**config.mk**
```make
export PLATFORM = sky130hd
export DESIGN_NAME = message_stream_buffer
export DESIGN_NICKNAME = d
export VERILOG_FILES = /design/src/rtl/message_stream_buffer_pkg.sv /design/src/rtl/message_stream_buffer_fifo.sv /design/src/rtl/message_stream_buffer.sv
export SDC_FILE = /design/constraint.sdc
export NUM_CORES = 1
export LEC_CHECK = 0
export BUFFER_PORTS_ARGS = -buffer_cell sky130_fd_sc_hd__buf_2
export CELL_PAD_IN_SITES_DETAIL_PLACEMENT = 1
export CELL_PAD_IN_SITES_GLOBAL_PLACEMENT = 1
export CORE_UTILIZATION = 30
export CTS_BUF_LIST = sky130_fd_sc_hd__clkbuf_16
export DETAILED_ROUTE_END_ITERATION = 10
export PLACE_DENSITY = 0.57
export SETUP_SLACK_MARGIN = 0.2
export SLEW_MARGIN = 10
export SYNTH_ARGS = -nofsm -noshare
export SYNTH_HDL_FRONTEND = slang
export SYNTH_HIERARCHICAL = 1
export SYNTH_SLANG_ARGS = --single-unit
```
**constraint.sdc**
```tcl
create_clock -name clk -period 16.3 [get_ports clk]
set_input_delay 2.445 -clock clk [delete_from_list [all_inputs] [get_ports clk]]
set_output_delay 2.445 -clock clk [all_outputs]
set_load 0.02 [all_outputs]
```
**src/rtl/message_stream_buffer_pkg.sv**
```systemverilog
// Shared FSM encoding and default widths for the message stream buffer.
package message_stream_buffer_pkg;
  localparam int MSG_W_DEF = 64;

  localparam logic [1:0] ST_IDLE   = 2'd0;
  localparam logic [1:0] ST_STREAM = 2'd1;
  localparam logic [1:0] ST_DRAIN  = 2'd2;
  localparam logic [1:0] ST_DONE   = 2'd3;

  typedef enum logic [1:0] {
    IDLE   = ST_IDLE,
    STREAM = ST_STREAM,
    DRAIN  = ST_DRAIN,
    DONE   = ST_DONE
  } state_t;
endpackage

```
**src/rtl/message_stream_buffer_fifo.sv**
```systemverilog
// Show-ahead FIFO core: storage, wrapping pointers and a separate 0..DEPTH level.
module msg_fifo_core #(
  parameter int DEPTH_LOG2 = 4,
  parameter int MSG_W      = 64
) (
  input  logic                  clk,
  input  logic                  rst,
  input  logic                  flush,
  input  logic                  push,
  input  logic                  pop,
  input  logic [MSG_W-1:0]      wdata,
  output logic [MSG_W-1:0]      rdata,
  output logic                  full,
  output logic                  empty,
  output logic [DEPTH_LOG2:0]   level
);
  localparam int DEPTH = 1 << DEPTH_LOG2;
  localparam logic [DEPTH_LOG2:0] FULL_LVL = (DEPTH_LOG2+1)'(DEPTH);

  logic [MSG_W-1:0]      mem [DEPTH];
  logic [DEPTH_LOG2-1:0] wr_ptr, rd_ptr;
  logic                  clr, push_q, pop_q;

  assign clr    = rst | flush;
  assign push_q = push & ~clr;
  assign pop_q  = pop & ~clr;

  always_ff @(posedge clk) begin
    if (clr) begin
      wr_ptr <= '0;
      rd_ptr <= '0;
      level  <= '0;
    end else begin
      if (push_q) wr_ptr <= wr_ptr + 1'b1;
      if (pop_q)  rd_ptr <= rd_ptr + 1'b1;
      case ({push_q, pop_q})
        2'b10:   level <= level + 1'b1;
        2'b01:   level <= level - 1'b1;
        default: level <= level;
      endcase
    end
  end

  // Storage needs no reset; occupancy is tracked by level alone.
  always_ff @(posedge clk) begin
    if (push_q) mem[wr_ptr] <= wdata;
  end

  assign rdata = mem[rd_ptr];
  assign full  = (level == FULL_LVL);
  assign empty = (level == '0);
endmodule

```
**src/rtl/message_stream_buffer.sv**
```systemverilog
// Buffers counter words for the DES core, throttles the counter and flags region end.
// Optional stats counters enabled by MESSAGE_STREAM_BUFFER_STATS_EN.
module message_stream_buffer
  import message_stream_buffer_pkg::*;
#(
  parameter int DEPTH_LOG2   = 4,
  parameter int PAUSE_MARGIN = 4,
  parameter int MSG_W        = MSG_W_DEF
) (
  input  logic                clk,
  input  logic                rst,
  input  logic                flush,
  input  logic                in_valid,
  input  logic [MSG_W-1:0]    in_data,
  input  logic                in_done,
  output logic                pause,
  output logic                out_valid,
  input  logic                out_ready,
  output logic [MSG_W-1:0]    out_data,
  output logic [DEPTH_LOG2:0] level,
  output logic                overflow,
  output logic                drained
`ifdef MESSAGE_STREAM_BUFFER_STATS_EN
  ,
  output logic [31:0]         accepted_cnt,
  output logic [31:0]         dropped_cnt
`endif
);
  localparam int DEPTH = 1 << DEPTH_LOG2;
  localparam logic [DEPTH_LOG2:0] PAUSE_LVL = (DEPTH_LOG2+1)'(DEPTH - PAUSE_MARGIN);

  logic clr, full, empty, push, pop, drop;
  logic [DEPTH_LOG2:0] lvl_nxt;
  state_t state, st_nxt;

  assign clr  = rst | flush;
  assign pop  = out_valid & out_ready & ~clr;
  assign push = in_valid & (~full | pop) & ~clr;
  assign drop = in_valid & full & ~pop & ~clr;
  assign out_valid = ~empty;

  msg_fifo_core #(.DEPTH_LOG2(DEPTH_LOG2), .MSG_W(MSG_W)) u_fifo (
    .clk   (clk),
    .rst   (rst),
    .flush (flush),
    .push  (push),
    .pop   (pop),
    .wdata (in_data),
    .rdata (out_data),
    .full  (full),
    .empty (empty),
    .level (level)
  );

  always_comb begin
    lvl_nxt = level;
    case ({push, pop})
      2'b10:   lvl_nxt = level + 1'b1;
      2'b01:   lvl_nxt = level - 1'b1;
      default: lvl_nxt = level;
    endcase
  end

  // in_done is held by the counter; only IDLE/STREAM react to it.
  always_comb begin
    st_nxt = state;
    case (state)
      IDLE:    if (in_done) st_nxt = DRAIN; else if (push) st_nxt = STREAM;
      STREAM:  if (in_done) st_nxt = DRAIN;
      DRAIN:   if (level == '0 && !push) st_nxt = DONE;
      default: st_nxt = state;
    endcase
  end

  // Outputs registered against the state being entered, so pause stays low in IDLE/DONE.
  always_ff @(posedge clk) begin
    if (clr) begin
      state    <= IDLE;
      pause    <= 1'b0;
      overflow <= 1'b0;
      drained  <= 1'b0;
    end else begin
      state    <= st_nxt;
      pause    <= (st_nxt == STREAM || st_nxt == DRAIN) && (lvl_nxt >= PAUSE_LVL);
      drained  <= (st_nxt == DONE);
      if (drop) overflow <= 1'b1;
    end
  end

`ifdef MESSAGE_STREAM_BUFFER_STATS_EN
  always_ff @(posedge clk) begin
    if (clr) begin
      accepted_cnt <= '0;
      dropped_cnt  <= '0;
    end else begin
      if (push && accepted_cnt != '1) accepted_cnt <= accepted_cnt + 1'b1;
      if (drop && dropped_cnt != '1)  dropped_cnt  <= dropped_cnt + 1'b1;
    end
  end
`endif
endmodule

```
Yosys cells after proc, flatten, opt, wreduce, memory -nomap -nowiden
Memories as Yosys holds them, arrays and structs flattened. A register that Yosys moved wholly into a read port is not among the register bits.
Index checks and enable logic that the tools add are counted.
Widths: inputs -> output; s select.

word-level totals
  memory bits (writable) = 1,024
  memories = 1
  input port bits = 70
  output and inout port bits = 73
  logic and storage cells = 56
  register bits after elaboration = 18

operators by class
  reductions and logical operators = 7
  equal/unequal tests = 10
  multiplexer cells = 11
  magnitude comparators = 1
  add/subtract/negate cells = 4
  bitwise gates (word level) = 15

memory list
  name        depth  bits a word  rd ports  clocked after Yosys merged registers in  write ports  line                              text
  u_fifo.mem  16     64           1         1                                        1            message_stream_buffer_fifo.sv:20  logic [MSG_W-1:0] mem [DEPTH];

operators by type and width
  cell                 count
  $pmux 5 s2           2
  $eq 2x2->1 const B   5
  $and 1x1->1          9
  $add 4x1->4 const B  2
  $eq 2x1->1 const B   4
  $mux 2               4
  $mux 4               2
  $pmux 2 s3           1
  $add 5x1->5 const B  1
  $eq 5x5->1 const B   1
  $ge 5x4->1 const B   1
  $logic_not 5->1      1
  $sub 5x1->5 const B  1
  $not 1->1            4
  $logic_and 1x1->1    2
  $logic_not 2->1      1
  $mux 1               2
  $or 1x1->1           2
  $reduce_bool 2->1    1
  $logic_not 1->1      1
  $logic_or 1x1->1     1

Depth between registers and ports, before layout
  depth in word-level cells = 14
  gate-level depth with buffers = 17
  mapped depth without buffers = 14

By module
The synthesis kept the hierarchy.

modules (own cells, without submodules)
  module                 cells each  sequential area each (um2)  area each (um2)  times used
  msg_fifo_core          1,685       31,089.8                    39,188.8         1
  message_stream_buffer  56          100.1                       431.7            1

Worst setup path after synthesis
No wires, ideal clock.

  path type = in2reg
  from = in flush
  to = mem u_fifo.mem[3][0], enable pin
  required time = 15.736 ns
  buffers on the path = 1
  arrival = 7.720 ns
  cell stages on the path = 6
  setup slack = 8.016 ns
  library setup time = 0.564 ns
  path through = nor2_1 > nand3_1 > inv_1 > clkbuf_1 > nand3_1 > nor3_1

on the way
  cells in the longest elaborated chain, start to end = 9

RTL lines
  what                            line                                                      text
  start, declared                 message_stream_buffer.sv:12                               input logic flush,
  $or 1x1->1 *                    message_stream_buffer.sv:36                               assign clr = rst | flush;
  $not 1->1 *                     message_stream_buffer.sv:37, message_stream_buffer.sv:38
  $and 1x1->1                     message_stream_buffer.sv:37                               assign pop = out_valid & out_ready & ~clr;
  $or 1x1->1                      message_stream_buffer.sv:38                               assign push = in_valid & (~full | pop) & ~clr;
  $and 1x1->1                     message_stream_buffer.sv:38
  $and 1x1->1 *                   message_stream_buffer.sv:38
  net push                        message_stream_buffer.sv:32                               logic clr, full, empty, push, pop, drop;
  $and 1x1->1 *                   message_stream_buffer_fifo.sv:25                          assign push_q = push & ~clr;
  $mux 1 *                        message_stream_buffer_fifo.sv:46                          if (push_q) mem[wr_ptr] <= wdata;
  $mux 1 (implied by the code) *  message_stream_buffer_fifo.sv:46
  end, declared                   message_stream_buffer_fifo.sv:20

Mark *: on every way through the listed nets, which the timed path passes. The rest lies on a longest branch.

==> impl_metrics.prom <==
# TYPE chip_impl_metric gauge
chip_impl_metric{name="total_leakage_power",unit="nW"} 14.17
chip_impl_metric{name="chipWidth",unit="µm"} 365.4
chip_impl_metric{name="clock_latency",unit="ps"} 700
chip_impl_metric{name="slew_violations",unit=""} 0
chip_impl_metric{name="post_cts_hold_buffer_count",unit=""} 0
chip_impl_info{name="yosys.area.top_type",value="edfxtp_1"} 1
chip_impl_metric{name="switching_share",unit=""} 0.1987
chip_impl_metric{name="hpwl",unit="µm"} 51940
chip_impl_metric{name="htree_levels",unit=""} 3
chip_impl_metric{name="ant_nets",unit=""} 0
chip_impl_metric{name="place_inst",unit=""} 3575
chip_impl_metric{name="post-route-util",unit=""} 0.3522
chip_impl_metric{name="boundaryPins",unit=""} 143
chip_impl_metric{name="grt_antenna_before_repair",unit=""} 25
chip_impl_info{name="cts-root-buf",value="clkbuf_16"} 1
chip_impl_metric{name="floorplan.initialDensity",unit=""} 0.3040
chip_impl_info{name="cts_tree",value="done"} 1
chip_impl_metric{name="overflow",unit=""} 0
chip_impl_metric{name="cts.sink_count",unit=""} 1046
chip_impl_metric{name="layout.nets",unit=""} 2027
chip_impl_metric{name="yosys.area.top_type_share",unit=""} 0.7761
chip_impl_metric{name="grt_use_total",unit=""} 0.1535
chip_impl_info{name="synth_top_cells_by_area",value="edfxtp_1, mux4_2, a22oi_1"} 1
chip_impl_metric{name="postSynthRegisterBits",unit=""} 1046
chip_impl_metric{name="stdcell_area",unit="µm²"} 45890
chip_impl_metric{name="place.port_buffers",unit=""} 142
chip_impl_metric{name="worstMarginPinSlew",unit="ps"} 1152
chip_impl_metric{name="share_comb_of_total_power",unit=""} 0.010
chip_impl_info{name="run_status",value="finished, final reports clean"} 1
chip_impl_metric{name="share_seq_of_total_power",unit=""} 0.552
chip_impl_metric{name="power.internal",unit="mW"} 4.283
chip_impl_metric{name="synthCells",unit=""} 1741
chip_impl_metric{name="relSlewSlack",unit=""} 0.2318
chip_impl_metric{name="synthesis.area_per_instance",unit="µm²"} 22.76
chip_impl_metric{name="post_synth_edffs",unit=""} 1024
chip_impl_metric{name="cp.required",unit="ps"} 13860
chip_impl_metric{name="die_y",unit="µm"} 365.4
chip_impl_metric{name="totalNegativeSetupSlack",unit="ps"} 0
chip_impl_metric{name="timing_hold_violations_final",unit=""} 0
chip_impl_metric{name="cts_max_path_buffers",unit=""} 3
chip_impl_metric{name="grt_pass1_vias",unit=""} 20670
chip_impl_metric{name="placedInstanceArea",unit="µm²"} 42510
chip_impl_metric{name="post_route_cells_drive_above_1_share",unit=""} 0.3026
chip_impl_metric{name="num_rows",unit=""} 132
chip_impl_info{name="path_class",value="register to output port"} 1
chip_impl_metric{name="clk_skew",unit="ps"} 32.27
chip_impl_metric{name="post-route-period-util",unit=""} 0.4395
chip_impl_metric{name="clkSlewWorstSetupHoldPaths",unit="ps"} 60
chip_impl_metric{name="syn-cell-area",unit="µm²"} 39620
chip_impl_metric{name="area_growth",unit="%"} 15.83
chip_impl_metric{name="syn-num-nets",unit=""} 1823
chip_impl_metric{name="crit_fanout",unit=""} 51
chip_impl_metric{name="postCtsResizedCells",unit=""} 0
chip_impl_metric{name="die_area",unit="µm²"} 133500
chip_impl_metric{name="synth_cell_type_count",unit=""} 48
chip_impl_metric{name="post_cts_buffers",unit=""} 0
chip_impl_metric{name="drt_drc_violations_left",unit=""} 0
chip_impl_metric{name="drt-pass1-iter-count",unit=""} 5
chip_impl_metric{name="maxClockFrequency",unit="MHz"} 139.6
chip_impl_metric{name="global_route_wire_length_before_repair",unit="µm"} 146500
chip_impl_metric{name="yosysSeqAreaShare",unit=""} 0.7872
chip_impl_metric{name="layoutNonFillerInstCount",unit=""} 3784
chip_impl_metric{name="grt_start_max_net_pins",unit=""} 69
chip_impl_metric{name="vdd_ir_drop_max",unit="V"} 0.00008155
chip_impl_metric{name="postRouteWirelength",unit="µm"} 101600
chip_impl_metric{name="drt-vias-per-instance",unit=""} 4.987
chip_impl_info{name="crit_path_start_kind",value="register"} 1
chip_impl_metric{name="setup_viol",unit=""} 0
chip_impl_metric{name="place.gp.congestion",unit=""} 0.7090
chip_impl_metric{name="drtIter0Drc",unit=""} 1522
chip_impl_metric{name="via_count",unit=""} 18870
chip_impl_metric{name="final_period_minus_worst_setup_slack",unit="ps"} 7164
chip_impl_metric{name="wire_per_inst",unit="µm"} 26.85
chip_impl_metric{name="synth_async_sr_flop_share",unit=""} 0
chip_impl_metric{name="ys.warnings.count",unit=""} 6
chip_impl_info{name="grt_setup_unrepaired",value="false"} 1
chip_impl_metric{name="power.net_switching",unit="mW"} 1.062
chip_impl_metric{name="cts-buffers-inserted",unit=""} 110
chip_impl_info{name="worst_hold_path_type",value="register to register"} 1
chip_impl_info{name="cp-end-kind",value="output port"} 1
chip_impl_info{name="synthFlopType",value="edfxtp_1"} 1
chip_impl_metric{name="cap_viol_max_count",unit=""} 0
chip_impl_metric{name="clkPwrFrac",unit=""} 0.437
chip_impl_metric{name="placeableCoreArea",unit="µm²"} 130300
chip_impl_metric{name="cellPowerDensity",unit="nW/µm²"} 116.5
chip_impl_metric{name="arrival",unit="ps"} 4720
-- sequential cells by signal, summed over array words and instances, names as in the netlist, named ones only --
register	count
overflow	1
u_fifo/rd_ptr	4
u_fifo/level	5
drained	1
u_fifo/mem	1024
pause	1
u_fifo/wr_ptr	4
state	2
-- final timing paths --
path              cells past startpoint            start  slack (ps)            endpoint
hold reg to reg                       2         overflow         480            overflow
setup reg to reg                      9  u_fifo/level[1]       11840  u_fifo/mem[12][48]
setup / recovery                      6         register        9140        out_data[34]
hold / removal                        2         overflow         480            overflow
-- area by class of cell --
type | count | area [µm²]
Multi-Input combinational cell | 595 | 8071
Tap cell | 1742 | 2180
Inverter | 7 | 26.28
Fill cell | 12630 | 84420
Clock inverter | 92 | 523.0
Sequential cell | 1046 | 31200
Timing Repair Buffer | 185 | 1033
Antenna cell | 3 | 7.507
Clock buffer | 114 | 2853
-- routing by layer --
layer  part of all wire  up-vias  track usage
met4              0.020       22      0.04135
met5             0.0013        -            0
li1                   -     7837            -
met3              0.062      157      0.03317
met2               0.49      522       0.2561
met1               0.43    10330       0.2022
-- per-stage QoR --
stage / total power, mW / setup slack (ps) / hold slack [ps]
after global placement: 3.060 / 9666 / 457.3
after floorplan: 3.021 / 8016 / 468.9
final: 5.345 / 9136 / 480.1
after detailed placement: 3.066 / 9619 / 461.5
after global routing: 5.506 / 8611 / 515.2
after CTS: 5.411 / 8868 / 490.1
-- synthesized netlist by cell type, types with 2 or more instances --
cell / number
a21o_1: 3
a21oi_1: 5
a22oi_1: 128
a31oi_1: 3
and2_1: 4
buf_1: 17
buf_2: 8
buf_4: 21
buf_6: 4
clkbuf_1: 43
dfxtp_1: 22
edfxtp_1: 1024
ha_1: 12
inv_1: 7
mux2i_1: 4
mux4_2: 256
nand2_1: 71
nand2b_1: 4
nand3_1: 11
nand4_1: 2
nor2_1: 35
nor2b_1: 3
nor3_1: 6
nor3b_1: 3
nor4b_1: 2
o21a_1: 2
o22ai_1: 2
o311ai_0: 2
or2_2: 2
or3_1: 4
or4_1: 2
xnor2_1: 6
xor2_1: 8
-- logic make-up (layout without fill, tap and decap cells) --
logic type,count (synthesis),count (layout),synth area share
flops,1046,1046,0.7872
compound gates,152,152,0.02839
simple gates,157,157,0.01851
mux,260,260,0.1465
fa+ha+maj,12,12,0.003789
other cells,0,3,0
xor+xnor,14,14,0.003095
buf+inv,100,398,0.01247
-- cells in the final DEF, fill, tap and decap left out, types with 3 or more instances in the layout --
master / instances
mux4_2: 256
and2_1: 3
buf_2: 142
nor3_2: 5
clkbuf_16: 114
ha_1: 12
bufinv_16: 4
a22oi_1: 128
inv_1: 30
xor2_1: 8
nand3_1: 11
diode_2: 3
clkinv_1: 35
nor2_1: 22
inv_6: 3
dfxtp_1: 20
nor2_4: 13
nand2_1: 71
a21o_1: 3
nor3b_1: 3
buf_4: 43
xnor2_1: 6
a21oi_1: 5
mux2i_1: 4
edfxtp_1: 1024
nand2b_1: 4
or3_1: 4
a31oi_1: 3
clkinv_2: 22
-- power groups by stage --
stage	registers [mW]	logic (mW)	clock network [mW]
after floorplan	3.01	0.0102	0
after detailed placement	3.01	0.0568	0
after global routing	2.95	0.0626	2.49
after CTS	2.95	0.0569	2.40
after global placement	3.01	0.0513	0
final	2.95	0.0552	2.34
-- critical path: stages, from the launching register on --
cell and delay (ps):
dfxtp_4 890, buf_4 890, buf_4 910, mux4_2 600, a22oi_1 200, nand2_1 160
buf_2 200
Note: power is estimated with default switching activity, not from simulation.
